## config.mk

```make
export PLATFORM = sky130hd
export DESIGN_NAME = game_countdown_timer
export DESIGN_NICKNAME = d
export VERILOG_FILES = /design/src/rtl/game_countdown_timer.sv
export SDC_FILE = /design/constraint.sdc
export NUM_CORES = 1
export LEC_CHECK = 0
export BUFFER_PORTS_ARGS = -buffer_cell sky130_fd_sc_hd__buf_2
export CORE_MARGIN = 1.5
export CORE_UTILIZATION = 57
export CTS_CLUSTER_SIZE = 12
export DETAILED_ROUTE_END_ITERATION = 7
export GPL_TIMING_DRIVEN = 0
export PLACE_DENSITY_LB_ADDON = 0.25
export RECOVER_POWER = 100
export SETUP_SLACK_MARGIN = 0.05
export SYNTH_ARGS = -nofsm -noshare
export SYNTH_HDL_FRONTEND = slang
export SYNTH_SLANG_ARGS = --single-unit
```

## constraint.sdc

```tcl
create_clock -name clkIn -period 2.45 [get_ports clkIn]
set_input_delay 0.735 -clock clkIn [delete_from_list [all_inputs] [get_ports clkIn]]
set_output_delay 0.735 -clock clkIn [all_outputs]
set_load 0.01 [all_outputs]
```

## src/rtl/game_countdown_timer.sv

```systemverilog
// Game countdown timer: synchronises the 1 Hz game clock into ticks and counts
// GAME_TIME seconds down to an expiry pulse. Optional blink: WARN_BLINK_EN.
//
// Ports:
//   clkIn, reset (async, active-low), incrementClk (async 1 Hz data),
//   startGame / pause / stop controls,
//   time_left (binary), time_tens / time_ones (BCD), running,
//   timer_expired (1-cycle pulse), warn (last-ten-seconds blink).
module game_countdown_timer #(
  parameter int GAME_TIME   = 30,
  parameter int SYNC_STAGES = 2
) (
  input  logic       clkIn,
  input  logic       reset,
  input  logic       incrementClk,
  input  logic       startGame,
  input  logic       pause,
  input  logic       stop,
  output logic [5:0] time_left,
  output logic [3:0] time_tens,
  output logic [3:0] time_ones,
  output logic       running,
  output logic       timer_expired,
  output logic       warn
);

  if (GAME_TIME < 1 || GAME_TIME > 63) begin : g_bad_time
    $error("GAME_TIME must be 1..63");
  end
  if (SYNC_STAGES < 2 || SYNC_STAGES > 3) begin : g_bad_sync
    $error("SYNC_STAGES must be 2..3");
  end

  localparam logic [5:0] LOAD_BIN  = 6'(GAME_TIME);
  localparam logic [3:0] LOAD_TENS = 4'(GAME_TIME / 10);
  localparam logic [3:0] LOAD_ONES = 4'(GAME_TIME % 10);

  typedef enum logic [1:0] {
    IDLE,
    RUN,
    PAUSED,
    EXPIRED
  } state_t;

  state_t state_q, state_d;

  logic [SYNC_STAGES-1:0] sync_q;
  logic                   edge_q;
  logic                   tick_q;

  logic [5:0] tl_q, tl_d;
  logic [3:0] tens_q, tens_d;
  logic [3:0] ones_q, ones_d;
  logic       exp_d;
  logic       exp_q;
  logic       run_q;

  // Registered edge detect: tick lands SYNC_STAGES+1 cycles after the rise.
  always_ff @(posedge clkIn or negedge reset) begin
    if (!reset) begin
      sync_q <= '0;
      edge_q <= 1'b0;
      tick_q <= 1'b0;
    end else begin
      sync_q <= {sync_q[SYNC_STAGES-2:0], incrementClk};
      edge_q <= sync_q[SYNC_STAGES-1];
      tick_q <= sync_q[SYNC_STAGES-1] & ~edge_q;
    end
  end

  always_comb begin
    state_d = state_q;
    tl_d    = tl_q;
    tens_d  = tens_q;
    ones_d  = ones_q;
    exp_d   = 1'b0;
    if (stop) begin
      state_d = IDLE;
      tl_d    = '0;
      tens_d  = '0;
      ones_d  = '0;
    end else if (startGame) begin
      state_d = RUN;
      tl_d    = LOAD_BIN;
      tens_d  = LOAD_TENS;
      ones_d  = LOAD_ONES;
    end else begin
      unique case (state_q)
        RUN: begin
          if (pause) begin
            state_d = PAUSED;
          end else if (tick_q) begin
            tl_d = tl_q - 6'd1;
            if (ones_q == 4'd0) begin
              ones_d = 4'd9;
              tens_d = tens_q - 4'd1;
            end else begin
              ones_d = ones_q - 4'd1;
            end
            if (tl_q == 6'd1) begin
              state_d = EXPIRED;
              exp_d   = 1'b1;
            end
          end
        end
        PAUSED: begin
          if (!pause) state_d = RUN;
        end
        default: ;
      endcase
    end
  end

  always_ff @(posedge clkIn or negedge reset) begin
    if (!reset) begin
      state_q <= IDLE;
      tl_q    <= '0;
      tens_q  <= '0;
      ones_q  <= '0;
      exp_q   <= 1'b0;
      run_q   <= 1'b0;
    end else begin
      state_q <= state_d;
      tl_q    <= tl_d;
      tens_q  <= tens_d;
      ones_q  <= ones_d;
      exp_q   <= exp_d;
      run_q   <= (state_d == RUN) || (state_d == PAUSED);
    end
  end

  assign time_left     = tl_q;
  assign time_tens     = tens_q;
  assign time_ones     = ones_q;
  assign running       = run_q;
  assign timer_expired = exp_q;

`ifdef WARN_BLINK_EN
  logic warn_q;
  logic load_evt;
  logic dec_evt;

  assign load_evt = startGame & ~stop;
  // Only a plain decrement toggles; the expiring tick leaves RUN.
  assign dec_evt  = ~stop & ~startGame & (state_q == RUN) & ~pause
                  & tick_q & (tl_q > 6'd1);

  always_ff @(posedge clkIn or negedge reset) begin
    if (!reset) begin
      warn_q <= 1'b0;
    end else if (state_d != RUN || load_evt) begin
      warn_q <= 1'b0;
    end else if (dec_evt && tl_d <= 6'd10) begin
      warn_q <= ~warn_q;
    end
  end

  assign warn = warn_q;
`else
  assign warn = 1'b0;
`endif

endmodule

```

==> qor.csv, run 1 <==
metric,value,unit
area of the multi-input gates,489,µm²
Setup Skew,0.00257,ns
total track usage,22.7,%
number of synthesized register bits,22,
Post-DRT Antenna Nets,0,
number of nets in the layout,147,
final instance area,1240,µm²
largest net degree at the start of global routing,23,
Via density,5.52,
Worst VDD drop,0.379,mV
most frequent cells in the layout,"22 x dfrtp_1, 18 x clkbuf_1, 11 x nor2_1, 11 x a21oi_1",
# fillers,147,
crit-path max cell delay,0.42,ns
Leak,0.532,nW
clock sinks,22,
Initial Util,62.4,%
Synth cell types,33,
Syn Nets,122,
DP Wirelength,1.56,mm
die area,2230,µm²
Longest Clk Path Bufs,2,
"most common cell after layout, fill and taps aside",dfrtp_1,
Synth async-reset ratio,100,%
setup TNS,0,ns
core area,1780,µm²
crit path cell chain,inv_1 -> ha_1 -> and3b_1 -> clkbuf_1 -> nand2_1 -> mux2_1 -> a21oi_1,
WP data required,2.68,ns
Fin. Hold Viols,0,
detailed-route via count,867,
Ys Warns,0,
Setup Buffers After CTS,0,
gpl congestion,0.882,
top_reg_cell synth,dfrtp_1,
H-tree level count,1,
Tcrit/Tclk final,78.9,%
share of cells above drive strength 1,8.33,%
endpoint type of the worst setup path,register,
Peak Freq,0.517,GHz
CP top delay family,flip-flops,
vias in the first global route,799,
"EDFF count, synth",0,
clock latency on the worst-skew pair,0.29,ns
Overflow after GRT,0,
HP Class,register to register,
register area,551,µm²
setup violators final,0,
PortBufs,20,
Avg WL per Cell,13.7,µm
IO Pins,23,
max cap viols,0,
Starting DRT DRC Count,20,
"Slowest-stage cell, CP",dfrtp_1,
crit-path max FO,8,
placed cell area,1240,µm²
Critical Path Source Type,register,
CTS Buf Count,3,
Post-Synthesis Cells,109,
Die W,47.2,µm
Die Ht,47.2,µm
Core Rows,15,
RSZ-0062 raised after global routing,no,
Final Max Tran Viols,0,
Max transition margin,22.9,%
fin crit period,1.93,ns
# DRC,0,
WL final,2.16,mm
global-route wire length before repair,3.47,mm
ant diodes,0,
Root Buffer,clkbuf_4,
Area Growth Syn to Fin,11.5,%
CP arrival,2.16,ns
power per cell area,496,nW/µm²
Slew @ Worst Pin,1.16,ns
status,finished clean,
"Seq/Total Area, Yosys",49.5,%
syn avg cell area,10.2,µm²
Post-CTS Resized,0,
Worst Path Buf+Inv,2,
WS Path Type,register to register,
Worst-path clk slew,0.11,ns
netlist area before placement,1110,µm²
CTS tree,yes,
DRT Pass-1 Iters,4,
initial antenna violation count,0,
hold buffers post-CTS,0,
==> stage by stage <==
stage | hold slack, ns | setup WS (ns) | util, % | instances | power, mW
2_1_floorplan | 0.331 | 0.570 | - | 109 | 0.439
3_3_place_gp | 0.334 | 0.394 | 69.8 | 154 | 0.466
3_5_place_dp | 0.342 | 0.377 | 69.8 | 154 | 0.471
4_1_cts | 0.368 | 0.517 | 71.0 | 157 | 0.626
5_1_grt | 0.381 | 0.371 | 69.5 | 157 | 0.646
6_report | 0.364 | 0.516 | 69.5 | 157 | 0.615
==> cell families after synthesis <==
logic type | Yosys count | synth area share (%)
adders and majority gates | 7 | 7.87
AOI/OAI and AO/OA | 19 | 11.0
and+or+nand+nor | 38 | 17.9
other | 1 | 0.337
xor gates and xnor gates | 8 | 6.30
muxes | 1 | 1.01
DFF | 22 | 49.5
buffers and inverters | 13 | 6.07
==> synthesized netlist by cell type, drive strengths merged, types with 2 or more instances <==
master  count  area share (%)
xor2        5             3.9
a211oi      4             3.1
nor3        4             1.8
nor2       11             3.7
inv         9             3.0
ha          7             7.9
dfrtp      22              49
or2         2             1.1
nand2       9             3.0
nand3       2            0.90
buf         3             2.7
xnor2       3             2.4
a21oi      11             4.9
==> layout make-up <==
cell class | count | area share (%)
flip-flops and latches | 22 | 44.4
repair buffers | 20 | 6.36
multi-input cells | 74 | 39.5
clock buffers | 3 | 1.82
inverters | 9 | 2.72
plain buffers | 4 | 2.72
well taps | 25 | 2.52
==> worst paths after layout <==
path	startpoint	end	slack (ns)	depth (start not counted)
worst max-delay path	state_q[1]	time_tens[1]	0.52	7
min in group asynchronous	reset	time_ones[0]	0.64	1
max in group asynchronous	reset	state_q[1]	1.13	1
worst min-delay path	sync_q[0]	sync_q[1]	0.36	0
worst min register to register	sync_q[0]	sync_q[1]	0.36	0
worst max register to register	state_q[1]	time_tens[1]	0.52	7
==> flip-flops by register name (all words and copies together) (netlist names) <==
register       count
edge_q             1
running            1
state_q            2
sync_q             2
tick_q             1
time_left          6
time_ones          4
time_tens          4
timer_expired      1
==> metal layers <==
layer  vias to the layer above  wire, µm  GRT usage (%)
li1                        416         -              -
met1                       410       945           28.1
met2                        39      1090           37.5
met3                         2       104           5.00
met4                         0        13           10.6
met5                         -         0              0
==> power by group <==
group / internal (mW) / leakage, nW / switching [mW] / total (mW)
Clock: 0.0572 / 0.0138 / 0.0960 / 0.153
Sequential: 0.376 / 0.289 / 0.0118 / 0.388
Combinational: 0.0292 / 0.229 / 0.0445 / 0.0737
No activity file was read; power rests on OpenSTA's default activity.
==> run 2, diff against run 1 <==
- CORE_UTILIZATION: 57 -> 53
- clock period: 2.45 -> 2 ns (I/O delays scaled with it)
==> run 2 against run 1 <==
Against the previous run: global-route usage down 3.7 points; hold slack worse by 0.0045 ns; core utilization down 5.8 points; combinational power up 19%; via count down 2.3%; register-to-register slack worse by 0.38 ns; count of clock-buffer cells in the layout unchanged; design area up 0.81%; critical path type unchanged.
==> qor.csv, run 2 (synthesized netlist as in run 1, its figures left out) <==
metric,value,unit
Fin. Hold Viols,0,
Final Max Tran Viols,0,
most frequent cells in the layout,"22 x dfrtp_1, 17 x clkbuf_1, 11 x nor2_1, 11 x a21oi_1",
vias in the first global route,817,
global-route wire length before repair,3.56,mm
status,finished clean,
Peak Freq,0.536,GHz
Critical Path Source Type,register,
Slew @ Worst Pin,1.14,ns
Root Buffer,clkbuf_4,
final instance area,1250,µm²
detailed-route via count,847,
CTS tree,yes,
final design utilization,63.7,%
Setup Skew,0.00601,ns
core area,1960,µm²
total chip power,753,µW
largest net degree at the start of global routing,23,
endpoint type of the worst setup path,register,
CP arrival,2.10,ns
power per cell area,602,nW/µm²
fin cells,158,
Die W,48.8,µm
Setup Buffers After CTS,0,
CTS Buf Count,3,
hold buffers post-CTS,0,
crit-path max FO,4,
Core Rows,16,
total track usage,19.0,%
share of cells above drive strength 1,9.92,%
placed cell area,1250,µm²
area of the multi-input gates,500,µm²
Area Growth Syn to Fin,12.4,%
WS Path Type,register to register,
crit-path max cell delay,0.47,ns
worst setup margin,0.134,ns
HP Class,register to register,
dpl cells,156,
"Slowest-stage cell, CP",or3b_2,
Avg WL per Cell,12.4,µm
initial antenna violation count,0,
PortBufs,20,
register area,551,µm²
Initial Util,56.7,%
WP data required,2.23,ns
Post-DRT Antenna Nets,0,
# DRC,0,
Tcrit/Tclk final,93.3,%
Max transition margin,24.1,%
Place WS,0.0443,ns
WL final,1.96,mm
Via density,5.36,
fin crit period,1.87,ns
Largest register FFs,6,
Worst-path clk slew,0.10,ns
Hold Worst Slack,0.359,ns
Die Ht,48.8,µm
Longest Clk Path Bufs,2,
setup TNS,0,ns
Overflow after GRT,0,
# fillers,183,
DP Wirelength,1.45,mm
Starting DRT DRC Count,7,
die area,2380,µm²
number of nets in the layout,146,
Leak,0.535,nW
gpl congestion,0.874,
H-tree level count,1,
clock sinks,22,
DRT Pass-1 Iters,4,
setup violators final,0,
crit path cell chain,inv_1 -> ha_1 -> or3b_2 -> o31a_1 -> a211oi_1 -> xor2_1,
clock latency on the worst-skew pair,0.30,ns
max cap viols,0,
ant diodes,0,
Post-CTS Resized,0,
RSZ-0062 raised after global routing,yes,
"most common cell after layout, fill and taps aside",dfrtp_1,
Worst VDD drop,0.397,mV
IO Pins,23,
[run 2: cell count changes in the layout (fill, tap and decap cells not counted), sizes merged]
cell	delta
clkbuf	-1
[run 2: worst max-delay path: cells and delay by family (launching register included)]
family,cells,cell delay (ns)
and+or+nand+nor,1,0.47
xor gates and xnor gates,1,0.17
AOI/OAI and AO/OA,2,0.42
adders and majority gates,1,0.21
buffers and inverters,1,0.11
DFF,1,0.42
[run 2: cell type report]
| type | instances | area share, % |
|---|---|---|
| buffer | 3 | 2.40 |
| clock buffer | 3 | 1.80 |
| inverter | 9 | 2.70 |
| multi-input combinational | 74 | 40.0 |
| sequential | 22 | 44.0 |
| tap | 27 | 2.70 |
| timing repair buffer | 20 | 6.31 |
[run 2: worst paths after layout]
| kind | to | from | slack [ns] | cells after the start |
|---|---|---|---|---|
| max in group asynchronous | timer_expired | reset | 0.83 | 1 |
| max | running | state_q[1] | 0.13 | 6 |
| min | sync_q[1] | sync_q[0] | 0.36 | 0 |
| min in group asynchronous | time_left[1] | reset | 0.49 | 1 |
| min reg2reg | sync_q[1] | sync_q[0] | 0.36 | 0 |
| max reg2reg | running | state_q[1] | 0.13 | 6 |
[run 2: report_power, final]
| part | internal, mW | switching (mW) | total (mW) | leakage [nW] |
|---|---|---|---|---|
| sequential | 0.461 | 0.0143 | 0.475 | 0.289 |
| clock | 0.0703 | 0.120 | 0.190 | 0.0138 |
| combinational | 0.0354 | 0.0522 | 0.0876 | 0.232 |
[run 2: routing by layer]
layer	wire, µm	GRT usage [%]	part of all wire, %
met3	100	3.07	5.1
met5	0	0	0
met1	942	26.0	48
met4	25	7.14	1.3
met2	888	30.4	45
==> run 3, diff against run 2 <==
- clock period: 2 -> 2.02 ns (I/O delays scaled with it)
==> run 3 against run 2 <==
Against the previous run: non-clock buffer count is the same; first-iteration DRC count down 14%; core utilization is 0.32 points lower; maximum frequency about the same; critical endpoint unchanged; register-to-register slack improved by 0.02 ns; global-route usage is the same; design area decreased by 0.50%; count of clock-buffer cells in the layout did not move; routed wire length barely moved; sequential power fell by 1%.
==> qor.csv, run 3 (synthesized netlist as in run 1, its figures left out) <==
metric,value,unit
number of nets in the layout,146,
Peak Freq,0.536,GHz
Worst-path clk slew,0.10,ns
Worst VDD drop,0.392,mV
CP arrival,2.09,ns
worst setup margin,0.155,ns
gpl congestion,0.874,
Setup Skew,0.00633,ns
Overflow after GRT,0,
DRT Pass-1 Iters,4,
ant diodes,0,
Starting DRT DRC Count,6,
power per cell area,599,nW/µm²
Root Buffer,clkbuf_4,
Fin. Hold Viols,0,
Avg WL per Cell,12.4,µm
crit-path max FO,4,
# fillers,185,
max cap viols,0,
largest net degree at the start of global routing,23,
Worst R2R Path Depth,6,
setup violators final,0,
vias in the first global route,817,
fin crit period,1.87,ns
core area,1960,µm²
Die W,48.8,µm
die area,2380,µm²
DP Wirelength,1.45,mm
final design utilization,63.4,%
Largest register FFs,6,
dpl cells,156,
initial antenna violation count,0,
status,finished clean,
Final Max Tran Viols,0,
area of the multi-input gates,494,µm²
# DRC,0,
final instance area,1240,µm²
global-route wire length before repair,3.56,mm
placed cell area,1250,µm²
Core Rows,16,
clock sinks,22,
Max transition margin,23.5,%
Setup Buffers After CTS,0,
H-tree level count,1,
Post-CTS Resized,0,
IO Pins,23,
CTS tree,yes,
Initial Util,56.7,%
Hold Path Depth,0,
"most common cell after layout, fill and taps aside",dfrtp_1,
setup TNS,0,ns
RSZ-0062 raised after global routing,no,
Slew @ Worst Pin,1.15,ns
most frequent cells in the layout,"22 x dfrtp_1, 17 x clkbuf_1, 11 x nor2_1, 11 x a21oi_1",
endpoint type of the worst setup path,register,
WP data required,2.25,ns
detailed-route via count,841,
Tcrit/Tclk final,92.3,%
register area,551,µm²
hold buffers post-CTS,0,
fin cells,158,
Leak,0.533,nW
share of cells above drive strength 1,9.16,%
Area Growth Syn to Fin,11.8,%
Die Ht,48.8,µm
Critical Path Source Type,register,
PortBufs,20,
Place WS,0.0583,ns
clock latency on the worst-skew pair,0.30,ns
HP Class,register to register,
total track usage,19.0,%
CTS Buf Count,3,
Post-DRT Antenna Nets,0,
WL final,1.96,mm
WS Path Type,register to register,
Longest Clk Path Bufs,2,
Via density,5.32,
-- run 3: cell counts in the layout (fill, tap and decap cells not counted) --
Identical to the previous run, type by type.
-- run 3: area by class of cell --
type,instances,area share [%]
Tap cell,27,2.72
Buffer,3,2.41
Clock buffer,3,1.81
Sequential cell,22,44.3
Timing Repair Buffer,20,6.34
Multi-Input combinational cell,74,39.7
Inverter,9,2.72
-- run 3: routing by layer --
metal / up-vias / track usage [%] / wire length [µm]
met2: 23 / 30.4 / 899
met4: 0 / 7.14 / 25
met1: 403 / 26.0 / 945
met3: 2 / 3.07 / 85
li1: 413 / - / -
met5: - / 0 / 0
-- run 3: critical path: stages (launching register included) --
cell and delay [ns]:
dfrtp_1 0.42, inv_1 0.10, ha_1 0.21, or3b_2 0.47, o31a_1 0.12, a211oi_1 0.30
xor2_1 0.17
-- run 3: power by group --
group          switching (mW)  total [mW]  internal, mW
logic                  0.0519      0.0868        0.0349
registers              0.0137       0.470         0.456
clock network           0.118       0.188        0.0696
-- run 3: path summary, 6_finish.rpt --
path                            start            end  slack [ns]
max in group asynchronous       reset  timer_expired        0.84
hold reg to reg             sync_q[0]      sync_q[1]        0.36
min in group asynchronous       reset   time_left[1]        0.50
setup / recovery           state_q[1]        running        0.15
setup reg to reg           state_q[1]        running        0.15
hold / removal              sync_q[0]      sync_q[1]        0.36
-- run 3: through the flow --
stage	power, mW	hold WS, ns
after floorplan	0.532	0.310
after global placement	0.566	0.333
after detailed placement	0.569	0.337
after CTS	0.764	0.252
after global routing	0.787	0.383
final	0.744	0.359
